`src/rtl/FIFO_shared_pkg.sv`:
```
// Shared definitions for the FIFO read side: word width, FIFO depth and
// the read-controller state encoding.
package FIFO_shared_pkg;

    localparam int FIFO_WIDTH = 16;
    localparam int FIFO_DEPTH = 8;

    typedef enum logic [1:0] {
        RD_IDLE  = 2'd0,
        RD_FETCH = 2'd1,
        RD_HOLD  = 2'd2
    } rd_state_e;

endpackage

```
`src/rtl/fifo_skid_buf.sv`:
```
// Two-entry FIFO-ordered skid buffer. Entry 0 is the head and is driven
// straight from a register, so the head word only moves on a pop.
module fifo_skid_buf #(
    parameter int WIDTH = 16
) (
    input  logic             clk,
    input  logic             rst,
    input  logic             push,
    input  logic [WIDTH-1:0] din,
    input  logic             pop,
    output logic [WIDTH-1:0] head,
    output logic             valid,
    output logic [1:0]       occ
);

    logic [WIDTH-1:0] ent0;
    logic [WIDTH-1:0] ent1;
    logic             push_ok;
    logic             pop_ok;
    logic [1:0]       occ_next;

    // A full buffer only accepts a push when it is popped in the same cycle.
    assign push_ok = push & ((occ != 2'd2) | pop);
    assign pop_ok  = pop & (occ != 2'd0);

    // Next occupancy; simultaneous push and pop leaves it unchanged.
    always_comb begin
        occ_next = occ;
        if (push_ok && !pop_ok) begin
            occ_next = occ + 2'd1;
        end else if (pop_ok && !push_ok) begin
            occ_next = occ - 2'd1;
        end
    end

    // Entry storage, occupancy and the registered valid flag.
    always_ff @(posedge clk) begin
        if (rst) begin
            ent0  <= '0;
            ent1  <= '0;
            occ   <= 2'd0;
            valid <= 1'b0;
        end else begin
            occ   <= occ_next;
            valid <= (occ_next != 2'd0);
            if (pop_ok) begin
                if (push_ok && occ == 2'd1) begin
                    ent0 <= din;
                end else begin
                    ent0 <= ent1;
                end
                if (push_ok && occ == 2'd2) begin
                    ent1 <= din;
                end
            end else if (push_ok) begin
                if (occ == 2'd0) begin
                    ent0 <= din;
                end else begin
                    ent1 <= din;
                end
            end
        end
    end

    assign head = ent0;

endmodule

```
`src/rtl/fifo_rd_ctrl.sv`:
```
// FIFO read controller: issues reads against a synchronous FIFO, tracks the
// one-cycle read latency, parks returned words in a 2-entry skid buffer and
// counts words delivered downstream.
//
// state    | meaning
// ---------+-----------------------------------------------------------
// IDLE     | disabled, or nothing buffered, in flight or in the FIFO
// FETCH    | reads permitted while there is room
// HOLD     | buffer plus in-flight word fill both slots, nothing popped
module fifo_rd_ctrl #(
    parameter int FIFO_WIDTH = FIFO_shared_pkg::FIFO_WIDTH,
    parameter int CNT_WIDTH  = 16
) (
    input  logic                  clk,
    input  logic                  rst,
    input  logic                  en,
    input  logic                  fifo_empty,
    input  logic [FIFO_WIDTH-1:0] fifo_data_out,
    input  logic                  fifo_underflow,
    output logic                  fifo_rd_en,
    output logic [FIFO_WIDTH-1:0] m_data,
    output logic                  m_valid,
    input  logic                  m_ready,
    output logic [CNT_WIDTH-1:0]  rd_count,
    output logic                  err_underflow
);

    import FIFO_shared_pkg::*;

    localparam logic [1:0] ST_IDLE  = RD_IDLE;
    localparam logic [1:0] ST_FETCH = RD_FETCH;
    localparam logic [1:0] ST_HOLD  = RD_HOLD;

    logic [1:0] state_q;
    logic [1:0] state_d;
    logic       inflight_q;
    logic [1:0] occ;
    logic [2:0] load;
    logic       pop;
    logic       push;

    assign pop  = m_valid & m_ready;
    assign load = {1'b0, occ} + {2'b0, inflight_q};

    // Room check is written as load < 2 + pop to avoid an unsigned wrap.
    assign fifo_rd_en = en & ~fifo_empty & ~rst & (load < (3'd2 + {2'b0, pop}));

    // An underflowed read returns garbage, so it is never pushed.
    assign push = inflight_q & ~fifo_underflow;

    fifo_skid_buf #(
        .WIDTH (FIFO_WIDTH)
    ) u_skid (
        .clk   (clk),
        .rst   (rst),
        .push  (push),
        .din   (fifo_data_out),
        .pop   (pop),
        .head  (m_data),
        .valid (m_valid),
        .occ   (occ)
    );

    // Classify the current cycle; the result is registered as the state.
    always_comb begin
        state_d = ST_FETCH;
        if (!en || (fifo_empty && occ == 2'd0 && !inflight_q)) begin
            state_d = ST_IDLE;
        end else if (load == 3'd2 && !pop) begin
            state_d = ST_HOLD;
        end
    end

    // State, in-flight tracking, delivered-word counter and sticky error.
    always_ff @(posedge clk) begin
        if (rst) begin
            state_q       <= ST_IDLE;
            inflight_q    <= 1'b0;
            rd_count      <= '0;
            err_underflow <= 1'b0;
        end else begin
            state_q       <= state_d;
            inflight_q    <= fifo_rd_en;
            rd_count      <= rd_count + CNT_WIDTH'(pop);
            err_underflow <= err_underflow | (inflight_q & fifo_underflow);
        end
    end

endmodule

```
`config.mk`:
```
export PLATFORM = sky130hd
export DESIGN_NAME = fifo_rd_ctrl
export DESIGN_NICKNAME = d
export VERILOG_FILES = /design/src/rtl/FIFO_shared_pkg.sv /design/src/rtl/fifo_skid_buf.sv /design/src/rtl/fifo_rd_ctrl.sv
export SDC_FILE = /design/constraint.sdc
export NUM_CORES = 1
export LEC_CHECK = 0
export CORE_ASPECT_RATIO = 0.5
export CORE_UTILIZATION = 30
export DETAILED_ROUTE_END_ITERATION = 10
export PLACE_DENSITY_LB_ADDON = 0.08
export RECOVER_POWER = 25
export SLEW_MARGIN = 20
export SYNTH_ARGS = -nofsm -noshare
export SYNTH_HDL_FRONTEND = slang
export SYNTH_SLANG_ARGS = --single-unit
```
`constraint.sdc`:
```
create_clock -name clk -period 1.7 [get_ports clk]
set_input_delay 0.17 -clock clk [delete_from_list [all_inputs] [get_ports clk]]
set_output_delay 0.17 -clock clk [all_outputs]
set_load 0.005 [all_outputs]
```
=== Yosys cells after proc, flatten, opt, wreduce, memory -nomap -nowiden ===
Index checks and enable logic that the tools add are counted.

* Flip-flop bits (word level): 53
* Output and inout port bits: 35
* Logic and storage cells: 54

* $add $sub $neg: 5
* $lt $le $gt $ge: 1
* Equality and inequality tests: 5
* Muxes and demuxes: 10
* Bitwise gates (word level): 13
* Reductions and logical operators: 13

{| class="wikitable"
|+ Operators with widths
! cell !! count
|-
| $mux 16 || 8
|-
| $add 16x1->16 || 1
|-
| $and 1x1->1 || 8
|-
| $reduce_bool 2->1 || 4
|-
| $logic_and 1x1->1 || 4
|-
| $mux 2 || 2
|-
| $ne 2x2->1 const B || 2
|-
| $add 2x1->3 || 1
|-
| $add 2x1->3 const A || 1
|-
| $lt 3x3->1 || 1
|-
| $not 1->1 || 3
|-
| $reduce_and 3->1 || 1
|-
| $add 2x1->2 const B || 1
|-
| $eq 2x1->1 const B || 1
|-
| $eq 2x2->1 const B || 1
|-
| $logic_not 1->1 || 2
|-
| $logic_not 2->1 || 1
|-
| $ne 2x1->1 const B || 1
|-
| $or 1x1->1 || 2
|-
| $reduce_and 2->1 || 1
|-
| $sub 2x1->2 const B || 1
|}

=== Logic depth before layout (Yosys ltp) ===
* Word-level depth: 8
* Mapped depth: 8

=== Modules after synthesis ===
A second synthesis with hierarchy kept.

* Cell total of the unflattened synthesis: 246
* Area total of the unflattened synthesis: 2434.8 um2

{| class="wikitable"
|+ By module, submodules not included
! module !! times used !! cells an instance !! area each (um2) !! seq. area each (um2)
|-
| fifo_skid_buf || 1 || 151 || 1562.7 || 700.7
|-
| fifo_rd_ctrl || 1 || 95 || 872.1 || 360.3
|}

=== Worst setup path after synthesis ===
Ideal clock, no wire load.

* Kind: reg2reg
* Start point: register u_skid.occ[0]
* End point: register u_skid.ent0[10], in the netlist u_skid.head[10]
* Setup time: 0.086 ns
* Arrival: 1.735 ns
* Data required time: 1.614 ns
* Slack: -0.120 ns
* Stages on the path, launching flop included: 9
* Clock period less this slack: 1.820 ns
* Cell sequence: dfxtp_1 -> inv_1 -> ha_1 -> clkbuf_1 -> nand2b_1 -> a22oi_1 -> clkbuf_1 -> nor2_1 -> a211oi_1

* Cells in the longest elaborated chain, start to end: 6
* Elaborated cells on any way between the ends: 13
* Those cells by class: eq/ne (2); mux (2); bitwise (3); reduce/logical (6)

{| class="wikitable"
|+ RTL lines
! element !! RTL line !! text
|-
| start: declaration || fifo_skid_buf.sv:13 || <nowiki>output logic [1:0] occ</nowiki>
|-
| start signal: assignment || fifo_skid_buf.sv:44 || <nowiki>occ <= occ_next;</nowiki>
|-
| $ne 2x2->1 || fifo_skid_buf.sv:23 || <nowiki>assign push_ok = push & ((occ != 2'd2) | pop);</nowiki>
|-
| $or 1x1->1 || fifo_skid_buf.sv:23 ||
|-
| $and 1x1->1 || fifo_skid_buf.sv:23 ||
|-
| $logic_and 1x1->1 || fifo_skid_buf.sv:47 || <nowiki>if (push_ok && occ == 2'd1) begin</nowiki>
|-
| $mux 16 || fifo_skid_buf.sv:47 ||
|-
| $mux 16 || fifo_skid_buf.sv:46 || <nowiki>if (pop_ok) begin</nowiki>
|-
| end signal: assignment || fifo_skid_buf.sv:48 || <nowiki>ent0 <= din;</nowiki>
|-
| end signal: assignment || fifo_skid_buf.sv:50 || <nowiki>ent0 <= ent1;</nowiki>
|-
| end signal: assignment || fifo_skid_buf.sv:57 || <nowiki>ent0 <= din;</nowiki>
|-
| end: declaration || fifo_skid_buf.sv:16 || <nowiki>logic [WIDTH-1:0] ent0;</nowiki>
|}

Parallel ways exist; a longest one is shown, timed or not.
A chain may end at the register's enable or synchronous reset.

=== Worst setup path after layout ===
* Start point: register u_skid.occ[0]
* End point: output port fifo_rd_en

* Cells in the longest elaborated chain, start to end: 3

{| class="wikitable"
|+ RTL lines
! element !! RTL line !! text
|-
| $add 2x1->3 || fifo_rd_ctrl.sv:43 || <nowiki>assign load = {1'b0, occ} + {2'b0, inflight_q};</nowiki>
|-
| $lt 3x3->1 || fifo_rd_ctrl.sv:46 || <nowiki>assign fifo_rd_en = en & ~fifo_empty & ~rst & (load < (3'd2 + {2'b0, pop}));</nowiki>
|-
| $and 1x1->1 || fifo_rd_ctrl.sv:46 ||
|-
| end: declaration || fifo_rd_ctrl.sv:20 || <nowiki>output logic fifo_rd_en,</nowiki>
|}

No other way between the ends.

==> results.py <==
metrics = {
    "run_status": {
        "status": "finished clean",
    },
    "setup_path": {
        "startpoint_type": "flip-flop",
        "r2r-end": "rd_count[15]",
        "critPathCaptureType": "output port",
        "r2r_cells": 4,
        "worstSetupPathType": "flip-flop to output port",
        "worstPathArrival_ps": 1480,
        "reg2reg_slack_ps": 70,
        "worstPathRequired_ps": 1530,
        "reg2reg_from": "rd_count[4]",
        "critPathMaxFanout": 4,
    },
    "place": {
        "place_ws_ps": -383,
        "dpl-instance-area_sq_um": 3240,
        "gp_congestion": 0.768,
        "io_buffers": 56,
        "dp_hpwl_mm": 3.91,
        "dp_cells": 422,
    },
    "timing": {
        "skew_ps": 5.51,
        "rsz0062_at_grt": "yes",
        "finalHoldViolations": 0,
        "fin_crit_sh": 0.973,
        "fmax_mhz": 605,
        "drv_slew": 0,
        "tightest_slew_ps": 606,
        "setup_viol": 0,
        "worst_slack_ps": 46.0,
        "tns_ps": 0,
        "min_period_ps": 1650,
        "slew_headroom": 0.596,
    },
    "hold_path": {
        "hold_end": "inflight_q",
        "min_path_cells": 3,
        "holdCritStartpoint": "rst",
        "hold_path_class": "input pin to flip-flop",
    },
    "global_route": {
        "track_usage": 0.148,
        "grt-ovfl-total": 0,
        "grt_pass1_wl_mm": 9.33,
        "grt_max_degree": 56,
        "grt_antenna_before_repair": 0,
        "first_global_vias": 1983,
    },
    "power_and_ir_drop": {
        "seqPwrFrac": 0.497,
        "p_clk_frac": 0.383,
        "vdd_ir_drop_max_mv": 0.316,
        "powerDensity_nw_per_um2": 740,
        "power_frac_comb": 0.120,
        "p_leak_nw": 1.49,
        "p_int_mw": 2.01,
        "power.switching_uw": 611,
        "switching_share": 0.233,
    },
    "routing": {
        "drtAntennaViolNets": 0,
        "viasPerCell": 4.80,
        "drt_iter0_drc": 44,
        "avgRoutedWirePerCell_um": 13.5,
        "totalWireLength_mm": 5.82,
        "vias": 2067,
        "drc_errors": 0,
        "dr.pass1.iters": 4,
    },
    "clock_tree": {
        "root_buffer": "clkbuf_16",
        "postCtsHoldBufs": 0,
        "cts_made_buffers": 5,
        "clkLatencyLatePin_ps": 290,
        "clock_path_buffers": 2,
        "htree_levels": 2,
        "clk_pin_slew_ps": 70,
        "cts_tree": "yes",
        "cts_sinks": 53,
    },
    "final_layout": {
        "n_fill_cell": 734,
        "instances_no_fill": 431,
        "fin_area_sq_um": 3540,
        "drive_above_1_share": 0.236,
        "area.growth.synth_to_final_pct": 51.7,
        "nNetsFinal": 362,
        "final_cell_mix": "52 x clkdlybuf4s50_1, 49 x nor2_1, 45 x dfxtp_1",
        "layout_commonest_cell": "clkdlybuf4s50_1",
        "num_antenna_cells": 0,
        "post-route-util": 0.476,
    },
    "synth": {
        "avgSynthCellArea_sq_um": 9.38,
        "synth_warnings": 0,
        "ys_ff_latch": 53,
        "syn_nets": 277,
        "synth-edff-count": 0,
        "ys_seq_area_frac": 0.454,
        "synthDominantCellAreaShare": 0.454,
        "synthCells": 249,
        "synth_area_sq_um": 2330,
        "yosysTopAreaCell": "dfxtp_1",
        "synthFlopType": "dfxtp_1",
        "async_flop_share": 0,
        "ys_types": 39,
        "synth_area_leaders": "dfxtp_1 45%, mux2i_1 14%, nor2_1 7.9%",
    },
    "die": {
        "die-area_sq_um": 8160,
        "die_y_um": 64.4,
        "pin_count": 57,
        "initial_core_util": 0.314,
        "die_x_um": 127,
        "fp-row-count": 22,
        "core_sq_um": 7430,
    },
    "run": {
        "maxCapViolCount": 0,
    },
}
## logic make-up after synthesis
group | synth area share
buffers and inverters | 0.0375
flip-flops | 0.454
AO/OA/AOI/OAI | 0.106
adder cells (fa/ha/maj) | 0.0322
AND/OR/NAND/NOR | 0.177
XOR/XNOR | 0.0413
multiplexers | 0.151
## power by group through the flow
stage / clock [mW] / sequential (mW) / combinational, mW
2_1_floorplan: 0 / 1.33 / 0.115
3_3_place_gp: 0 / 1.33 / 0.283
3_5_place_dp: 0 / 1.33 / 0.287
4_1_cts: 1.04 / 1.30 / 0.288
5_1_grt: 1.10 / 1.31 / 0.344
6_report: 1.00 / 1.30 / 0.314
## what timing repair did
action	4_1_cts	5_1_grt
resized for setup	11	26
cloned	0	1
buffers inserted	0	1
setup endpoints to repair	16	38
pin swaps	3	14
## cell usage after synthesis, drive strengths merged, types with 3 or more instances
master	n
o21ai	5
a211oi	17
nand2	7
a21oi	6
nor2	49
dfxtp	53
inv	6
xnor2	9
nor3	4
or3	4
nand2b	3
clkbuf	10
ha	6
mux2i	33
buf	5
nor4	4
nand3	4
## through the flow
| stage | power, mW | hold WS [ps] |
|---|---|---|
| floorplan | 1.45 | 314 |
| global placement | 1.61 | 473 |
| detailed placement | 1.62 | 476 |
| CTS | 2.63 | 242 |
| global route | 2.75 | 246 |
| finish | 2.62 | 230 |
## layer usage
layer  vias to the layer above  track usage  share of wire
li1                       1042            -              -
met1                       983        0.182           0.50
met2                        34        0.245           0.45
met3                         8       0.0494          0.041
met4                         0       0.0491          0.012
met5                         -            0              0
## area by class of cell
type,count,area [sq um],share of cell area
clock buffers,7,133,0.0375
clock inverters,1,7.51,0.00212
inverters,6,25.0,0.00707
multi-input cells,175,1310,0.371
flip-flops and latches,53,1070,0.302
well taps,96,120,0.0339
repair buffers,93,872,0.246
## sequential cells by signal, indices dropped and copies added (netlist names)
name           count
u_skid.ent1       16
u_skid.head       16
rd_count          16
inflight_q         1
err_underflow      1
u_skid.occ         2
u_skid.valid       1
## critical path, cell delays in order, from the launching register on
cell and delay, ps:
dfxtp_2 350, ha_1 180, ha_1 280, o21ai_2 70
and4b_1 190, buf_2 110
## how the worst max path moves through the flow
stage	startpoint	to	slack, ps	cells past startpoint
after floorplan	rd_count[7]	rd_count[15]	5	5
after global placement	m_ready	rd_count[10]	-320	8
after detailed placement	m_ready	rd_count[12]	-380	8
after CTS	u_skid.valid	rd_count[6]	7	6
after global routing	u_skid.occ[0]	fifo_rd_en	-20	5
final	u_skid.occ[0]	fifo_rd_en	50	5
(Power assumes the default switching activity.)
